[src/rtl/seq_shift_unit.sv]
// Multi-cycle shift/rotate engine: SHL/SHR/SAR/ROL/ROR/RCL/RCR with start/busy/done handshake.
// Processes up to STEP single-bit steps per cycle through a chained step network.
module seq_shift_unit #(
    parameter int WIDTH      = 16,
    parameter int STEP       = 1,
    parameter int MASK_COUNT = 1
) (
    input  logic             clk,
    input  logic             reset,
    input  logic             start,
    input  logic             abort,
    input  logic [2:0]       op,
    input  logic             is_8_bit,
    input  logic [WIDTH-1:0] a,
    input  logic [7:0]       count,
    input  logic [15:0]      flags_in,
    output logic             busy,
    output logic             done,
    output logic [WIDTH-1:0] result,
    output logic [15:0]      flags_out
);

    localparam int CF_IDX = 0;
    localparam int PF_IDX = 2;
    localparam int ZF_IDX = 6;
    localparam int SF_IDX = 7;
    localparam int OF_IDX = 11;

    localparam logic [2:0] OP_SHL = 3'd0;
    localparam logic [2:0] OP_SHR = 3'd1;
    localparam logic [2:0] OP_SAR = 3'd2;
    localparam logic [2:0] OP_ROL = 3'd3;
    localparam logic [2:0] OP_ROR = 3'd4;
    localparam logic [2:0] OP_RCL = 3'd5;
    localparam logic [2:0] OP_RCR = 3'd6;
    localparam logic [2:0] OP_RSV = 3'd7;

    localparam int IDX_W = $clog2(WIDTH);
    // The remaining-count register is 8 bits, so a STEP above 255 always finishes in one cycle.
    localparam int         STEP_SAT = (STEP > 255) ? 255 : STEP;
    localparam logic [7:0] STEP_L   = STEP_SAT[7:0];

    typedef enum logic [1:0] {S_IDLE, S_RUN, S_DONE} state_t;

    state_t           state_q, state_d;
    logic [2:0]       op_q;
    logic             byte_q;
    logic [WIDTH-1:0] val_q;
    logic             cf_q;
    logic [7:0]       rem_q;
    logic [15:0]      flags_q;
    logic             msb0_q;
    logic [WIDTH-1:0] result_q;
    logic [15:0]      flags_out_q;

    // One single-bit step; returns {carry, value}. Byte mode keeps bits above 7 at zero.
    function automatic logic [WIDTH:0] step_bit(input logic [WIDTH-1:0] v, input logic c,
                                                input logic [2:0] o, input logic b);
        logic [IDX_W-1:0] top;
        logic             msb;
        logic [WIDTH-1:0] sl;
        logic [WIDTH-1:0] sr;
        logic [WIDTH-1:0] r;
        logic             nc;
        top = b ? IDX_W'(7) : IDX_W'(WIDTH - 1);
        msb = v[top];
        sl  = v << 1;
        if (b) sl[WIDTH-1:8] = '0;
        sr  = v >> 1;
        r   = v;
        nc  = c;
        case (o)
            OP_SHL: begin r = sl; nc = msb; end
            OP_SHR: begin r = sr; nc = v[0]; end
            OP_SAR: begin r = sr; r[top] = msb; nc = v[0]; end
            OP_ROL: begin r = sl; r[0] = msb; nc = msb; end
            OP_ROR: begin r = sr; r[top] = v[0]; nc = v[0]; end
            OP_RCL: begin r = sl; r[0] = c; nc = msb; end
            OP_RCR: begin r = sr; r[top] = c; nc = v[0]; end
            default: ;
        endcase
        return {nc, r};
    endfunction

    genvar gi;
    generate
        for (gi = 0; gi < STEP; gi++) begin : g_stage
            logic [WIDTH-1:0] v_in;
            logic             c_in;
            logic [WIDTH:0]   stepped;
            logic             act;
            logic [WIDTH-1:0] v_out;
            logic             c_out;
            if (gi == 0) begin : g_first
                assign v_in = val_q;
                assign c_in = cf_q;
            end else begin : g_next
                assign v_in = g_stage[gi-1].v_out;
                assign c_in = g_stage[gi-1].c_out;
            end
            if (gi < 255) begin : g_act
                assign act = (rem_q > 8'(gi));
            end else begin : g_never
                assign act = 1'b0;
            end
            assign stepped = step_bit(v_in, c_in, op_q, byte_q);
            assign v_out   = act ? stepped[WIDTH-1:0] : v_in;
            assign c_out   = act ? stepped[WIDTH] : c_in;
        end
    endgenerate

    logic [WIDTH-1:0] fin_val;
    logic             fin_cf;
    logic             fin_msb;
    logic             fin_msb1;
    logic             rem_last;
    logic [15:0]      flags_fin;
    logic [7:0]       n_eff;
    logic [WIDTH-1:0] operand;

    assign fin_val  = g_stage[STEP-1].v_out;
    assign fin_cf   = g_stage[STEP-1].c_out;
    assign fin_msb  = byte_q ? fin_val[7] : fin_val[WIDTH-1];
    assign fin_msb1 = byte_q ? fin_val[6] : fin_val[WIDTH-2];
    assign rem_last = (rem_q <= STEP_L);
    assign operand  = is_8_bit ? {{(WIDTH-8){1'b0}}, a[7:0]} : a;

    always_comb begin
        n_eff = '0;
        if (op != OP_RSV) n_eff = (MASK_COUNT != 0) ? (count & 8'h1f) : count;
    end

    always_comb begin
        flags_fin         = flags_q;
        flags_fin[CF_IDX] = fin_cf;
        case (op_q)
            OP_SHL, OP_ROL, OP_RCL: flags_fin[OF_IDX] = fin_msb ^ fin_cf;
            OP_SHR:                 flags_fin[OF_IDX] = msb0_q;
            OP_SAR:                 flags_fin[OF_IDX] = 1'b0;
            default:                flags_fin[OF_IDX] = fin_msb ^ fin_msb1;
        endcase
        // Rotates leave the result-derived flags alone.
        if (op_q == OP_SHL || op_q == OP_SHR || op_q == OP_SAR) begin
            flags_fin[SF_IDX] = fin_msb;
            flags_fin[ZF_IDX] = (fin_val == '0);
            flags_fin[PF_IDX] = ~^fin_val[7:0];
        end
    end

    always_ff @(posedge clk) begin
        if (!reset) state_q <= S_IDLE;
        else        state_q <= state_d;
    end

    always_comb begin
        state_d = state_q;
        case (state_q)
            S_IDLE: if (start) state_d = (n_eff == 8'd0) ? S_DONE : S_RUN;
            S_RUN: begin
                if (abort)         state_d = S_IDLE;
                else if (rem_last) state_d = S_DONE;
            end
            default: state_d = S_IDLE;
        endcase
    end

    always_comb begin
        busy = (state_q == S_RUN);
        done = (state_q == S_DONE);
    end

    always_ff @(posedge clk) begin
        if (!reset) begin
            op_q        <= '0;
            byte_q      <= 1'b0;
            val_q       <= '0;
            cf_q        <= 1'b0;
            rem_q       <= '0;
            flags_q     <= '0;
            msb0_q      <= 1'b0;
            result_q    <= '0;
            flags_out_q <= '0;
        end else begin
            case (state_q)
                S_IDLE: begin
                    if (start) begin
                        op_q    <= op;
                        byte_q  <= is_8_bit;
                        val_q   <= operand;
                        cf_q    <= flags_in[CF_IDX];
                        rem_q   <= n_eff;
                        flags_q <= flags_in;
                        msb0_q  <= is_8_bit ? a[7] : a[WIDTH-1];
                        if (n_eff == 8'd0) begin
                            result_q    <= operand;
                            flags_out_q <= flags_in;
                        end
                    end
                end
                S_RUN: begin
                    if (!abort) begin
                        val_q <= fin_val;
                        cf_q  <= fin_cf;
                        rem_q <= rem_last ? 8'd0 : (rem_q - STEP_L);
                        if (rem_last) begin
                            result_q    <= fin_val;
                            flags_out_q <= flags_fin;
                        end
                    end
                end
                default: ;
            endcase
        end
    end

    assign result    = result_q;
    assign flags_out = flags_out_q;

endmodule

[config.mk]
export PLATFORM = sky130hd
export DESIGN_NAME = seq_shift_unit
export DESIGN_NICKNAME = d
export VERILOG_FILES = /design/src/rtl/seq_shift_unit.sv
export SDC_FILE = /design/constraint.sdc
export NUM_CORES = 1
export LEC_CHECK = 0
export CAP_MARGIN = 20
export CORE_UTILIZATION = 57
export CTS_CLUSTER_DIAMETER = 60
export DETAILED_ROUTE_END_ITERATION = 10
export DONT_BUFFER_PORTS = 1
export GPL_TIMING_DRIVEN = 0
export PLACE_DENSITY = 0.78
export SYNTH_ARGS = -nofsm -noshare
export SYNTH_HDL_FRONTEND = slang
export SYNTH_SLANG_ARGS = --single-unit
[constraint.sdc]
create_clock -name clk -period 2.44 [get_ports clk]
set_input_delay 0.122 -clock clk [delete_from_list [all_inputs] [get_ports clk]]
set_output_delay 0.122 -clock clk [all_outputs]
set_load 0.02 [all_outputs]
### Word level (Yosys, flattened, before mapping)

Index checks and enable logic that the tools add are counted.

* bits in latches: 0
* output and inout bits: 34
* memories: 0
* bits of input ports: 48
* memory bits (writable): 0
* ROM bits: 0
* bits in registers: 80
* logic and storage cells: 92

* magnitude comparators: 4
* add/subtract/negate cells: 1
* multipliers: 0
* equal/unequal tests: 14
* bitwise operators: 2
* multiplexer cells: 46
* divide/modulo/power cells: 0
* reductions and logical operators: 15
* shifts and indexed selects: 0

Operators with widths (number)
* two-way mux 16 bit: 12
* one-hot mux 16 bit (7 select lines): 1
* one-hot mux 16 bit (2 select lines): 3
* bitwise mux 16 bit: 3
* two-way mux 8 bit: 4
* zero test 16 bit: 1
* one-hot mux 8 bit (2 select lines): 1
* two-way mux 2 bit: 5
* == test 3 bit (second input constant): 3
* two-way mux 1 bit: 9
* greater-than comparator 8 x 1 -> 1 bit (second input constant): 1
* <= comparator 8 x 1 -> 1 bit (second input constant): 1
* zero test 8 bit: 1
* XNOR reduction 8 bit: 1
* subtractor 8 x 1 -> 8 bit (second input constant): 1
* == test 3 x 2 -> 1 bit (second input constant): 2
* inequality test 2 bit (second input constant): 3
* less-than comparator 4 x 5 -> 1 bit (second input constant): 1
* two-way mux 5 bit: 1
* AND reduction 5 bit: 1
* binary-select mux 1 bit (select 4 bit): 1
* demux 1 bit (select 4 bit): 1
* >= comparator 4 x 1 -> 1 bit (second input constant): 1
* two-way mux 4 bit: 1
* other kinds (19): 23

### Depth between registers and ports, before layout

* depth after elaboration: 14
* mapped depth: 14
* mapped depth without buffers: 13

### Worst setup path before layout

No wires, ideal clock.

* kind: reg-to-reg
* from: reg rem_q[0]
* to: reg flags_out_q[2] (netlist: flags_out[2])
* clock period less this slack: 2679 ps
* buffers on the path: 1
* cell stages (with the launch flop): 14
* data required time: 2312 ps
* setup time: 128 ps
* slack: -239 ps
* arrival: 2552 ps
* cells stage by stage: dfxtp_1 -> inv_1 -> ha_1 -> or4b_4 -> o21a_1 -> clkbuf_1 -> o21ai_0 -> ha_1 -> xnor2_1 -> xnor2_1 -> mux2i_1 -> o21ai_0 -> mux2i_1 -> nor2_1

* cells in the longest elaborated chain, start to end: 7
* elaborated cells on any way between the ends: 10
* classes of those cells: order compare: 2; eq/ne: 1; mux: 5; reduce/logical: 2

RTL lines
* start, declared: line 50 `logic [7:0] rem_q;`
* start signal, assigned: line 191 `rem_q <= n_eff;`
* start signal, assigned: line 204 `rem_q <= rem_last ? 8'd0 : (rem_q - STEP_L);`
* greater-than comparator 8 x 1 -> 1 bit: line 102 `assign act = (rem_q > 8'(gi));`
* two-way mux 16 bit: line 107 `assign v_out = act ? stepped[WIDTH-1:0] : v_in;`
* XNOR reduction 8 bit: line 146 `flags_fin[PF_IDX] = ~^fin_val[7:0];`
* two-way mux 1 bit: line 143 `if (op_q == OP_SHL || op_q == OP_SHR || op_q == OP_SAR) begin`
* two-way mux 16 bit: line 205 `if (rem_last) begin`
* two-way mux 16 bit: line 201 `if (!abort) begin`
* one-hot mux 16 bit (2 select lines): line 184 `case (state_q)`
* end signal, assigned: line 196 `flags_out_q <= flags_in;`
* end signal, assigned: line 207 `flags_out_q <= flags_fin;`
* end, declared: line 54 `logic [15:0] flags_out_q;`

Parallel ways exist; a longest one is shown, timed or not. The select of a mux whose other input is x is not followed.
A chain may end at the register's enable or synchronous reset.

### Final worst setup path

* from: reg rem_q[1]
* to: reg flags_out_q[2] (netlist: flags_out[2])

Same word-level chain as after synthesis.

==> impl_metrics.ini <==
[timing]
post-route-worst-setup-slack_ns = -0.4599
grt_setup_unrepaired = yes
setup_viol = 3
fin_crit_sh_pct = 118.8
hold_violations = 0
slew_headroom_pct = 52.26
worst-slew-pin-transition_ns = 0.7146
slew_viol_final = 0
finalWorstPathRequiredPeriod_ns = 2.900
hold-worst-slack_ns = 0.02156
clock.fmax_mhz = 344.8
worst_clock_skew_ns = 0.02008

[power]
p_switching_uw = 1821
combPwrFrac_pct = 45.2
leakage_uw = 0.001907
power_density_nw_per_um2 = 873.2
p_sw_share_pct = 40.21
seq_power_share_pct = 35.8
ir_worst_vdd_v = 0.0004924
clock_power_share_pct = 18.9
internal_power_uw = 2708

[cells_and_area]
layout.cells.most_common = nand2_1
postLayoutCoreUtil_pct = 71.50
final_area_sq_um = 5186
area_growth_pct = 20.85
num-fill-cells = 606
finish.net_count = 669
finish.cell_count_without_fillers = 717
reg_area_sq_um = 1567
most-common-layout-cells = nand2_1, dfxtp_1, a21oi_1
post_route_cells_drive_above_1_share_pct = 13.92
num_antenna_cells = 0
multi_input_area_sq_um = 2690

[floorplan]
start_util_pct = 59.17
design.die.area_sq_um = 7880
floorplan.io_pins = 82
chipHeight_um = 88.77
floorplan.die.width_um = 88.77
core_area_sq_um = 7253
rows = 31

[critical_path]
worst_ep_required_time_ns = 2.73
maximum_single_stage_delay_on_the_critical_path_ns = 0.49
endpoint_kind = register
worstSetupStartpointType = register
timing.critical_path.cells = inv_2 > ha_4 > or4b_4 > o21ai_4 > buf_12 > buf_6 > a221o_1 > o21ai_4 > ha_4 > xnor2_4 > xnor2_2 > mux2i_1 > o21ai_1 > mux2i_1 > nor2_1
worst-endpoint-arrival_ns = 3.19
critical_path_maximum_fanout = 3
criticalPathCategory = register to register
timing.critical_path.slowest_stage_cell = or4b_4

[status]
run_status = finished with violations
violations_in_the_final_reports = negative setup slack

[synth]
yosys_register_bits = 78
post_synth_inst_count = 564
synth.area.mux_share_pct = 2.128
post_synth.cell_area_avg_sq_um = 7.609
synth_compound_gate_area_share_pct = 30.70
syn_warnings = 0
synth-edff-count = 0
synth_adder_area_share_pct = 2.041
mapped_nets = 619
ys_flop_type = dfxtp_1
number_of_library_cell_types_mapped_by_synthesis = 62
mappedNetlistArea_sq_um = 4292
synth_simple_gate_area_share_pct = 21.95
ys_seq_area_share_pct = 36.38
async_reset_ff_share_pct = 0
yosys.area_share.xor_xnor_pct = 1.429
dominant_combinational_cell_family_by_area_after_synthesis = compound AO/OA/AOI/OAI gates

[global_routing]
grt_usage_pct = 36.87
grt_pass1_vias = 4245
grt_max_degree = 14
grt_pass1_wl_um = 21670
grt.overflow.total = 0
antenna_found_initial = 0

[placement]
placed_cells_incl_taps = 663
port_buffers = 0
hpwlAfterDp_um = 10280
routabilityCongestion = 0.9659
postPlaceCellArea_sq_um = 4459
preCtsSetupSlack_ns = -0.7066

[drt]
postRouteWirelength_um = 15070
vias = 4727
post_drt_wl_per_cell_um = 21.02
dr.first_iter.drc_count = 473
detail_route.vias_per_cell = 6.593
router_iterations_before_antenna_repair = 6
remaining_drc_errors = 0
drt.antenna.violating_nets = 0

[clocking]
cts-buffers-inserted = 9
ctsRootBufferMaster = clkbuf_8
clock_insertion_delay_worst_skew_ns = 0.35
cts-htree-levels = 3
cts_tree = yes
cts.path.max_buffers = 2
clkTransAtPathRegs_ns = 0.09
cts_num_sinks = 78

[min_path]
hold_path_class = input port to register

[flow_run]
drv_cap = 0
## state kept, by name, summed over array words and instances, names as in the netlist
name          cells
state_q           2
rem_q             8
g_stage.v_in     16
byte_q            1
cf_q              1
flags_out        16
flags_q          14
result           16
op_q              3
msb0_q            1
## per-layer routing
metal,global-route usage (%),part of all wire [%],vias up,routed length [um]
li1,-,-,2142,-
met1,47.33,40,2249,6060
met2,58.04,47,287,7012
met3,10.54,9.7,49,1462
met4,15.54,3.5,0,535
met5,0,0,-,0
## cell type report
class                   instances  area share [%]
clock buffers                  10           2.461
flip-flops and latches         78           30.21
multi-input cells             429           51.87
clock inverters                 5          0.6755
repair buffers                 39           7.069
plain buffers                  43           4.270
well taps                      99           2.388
inverters                      14           1.062
## path summary, 6_finish.rpt
kind,startpoint,slack (ns),cells past startpoint,endpoint
setup / recovery,rem_q[1],-0.46,15,flags_out[2]
hold / removal,a[13],0.02,2,g_stage[0].v_in[13]
hold reg to reg,flags_q[14],0.46,2,flags_q[14]
setup reg to reg,rem_q[1],-0.46,15,flags_out[2]
## per-stage QoR
step	power, uW	TNS, ns
2_1_floorplan	2689	-0.1362
3_3_place_gp	3033	-1.800
3_5_place_dp	3073	-2.465
4_1_cts	4126	-0.6056
5_1_grt	4712	-1.106
6_report	4529	-0.7195
## repair_timing
item / 4_1_cts / 5_1_grt
hold buffers: 23 / 0
gates resized for setup: 22 / 22
pin swaps: 6 / 10
endpoints found under the setup margin: 16 / 25
setup buffers: 9 / 7
hold endpoints to repair: 37 / 0
gates cloned: 0 / 0
## cell families (layout without fill, tap and decap cells)
| family | count (synthesis) | count (layout) |
|---|---|---|
| compound gates | 204 | 204 |
| buf+inv | 57 | 111 |
| simple gates | 202 | 202 |
| fa+ha+maj | 7 | 7 |
| xor+xnor | 7 | 7 |
| flops | 78 | 78 |
| mux | 9 | 9 |
## power groups by stage
stage	registers [uW]	clock network, uW	logic [uW]
after floorplan	1590	0	1100
after global placement	1630	0	1400
after detailed placement	1630	0	1440
after CTS	1610	863	1660
after global routing	1640	905	2170
final	1620	857	2050
## worst max-delay path: cells and delay by family (launching register included)
| family | cells | cell delay, ns |
|---|---|---|
| muxes | 2 | 0.20 |
| DFF | 1 | 0.34 |
| buffers and inverters | 3 | 0.30 |
| adders and majority gates | 2 | 0.40 |
| xor gates and xnor gates | 2 | 0.33 |
| and+or+nand+nor | 2 | 0.62 |
| AOI/OAI and AO/OA | 4 | 0.65 |
## cell usage after synthesis, drive strengths merged (4+ instances only)
library cell	n	area share, %
nand2	82	7.2
dfxtp	78	36
a21oi	63	7.3
nor2	59	5.2
o21ai	58	7.1
clkbuf	31	2.7
inv	14	1.2
a211oi	12	2.2
a31oi	12	1.7
buf	12	1.4
a311oi	11	2.2
nand2b	11	1.6
nor3	9	1.0
mux2i	8	1.9
a221o	7	1.6
ha	7	2.0
nor2b	7	1.0
a22oi	6	1.0
nand3	6	0.82
xnor2	6	1.2
nand4	5	0.73
nor4	5	1.1
o31ai	5	0.87
o211ai	4	0.70
Note: power is estimated with default switching activity, not from simulation.
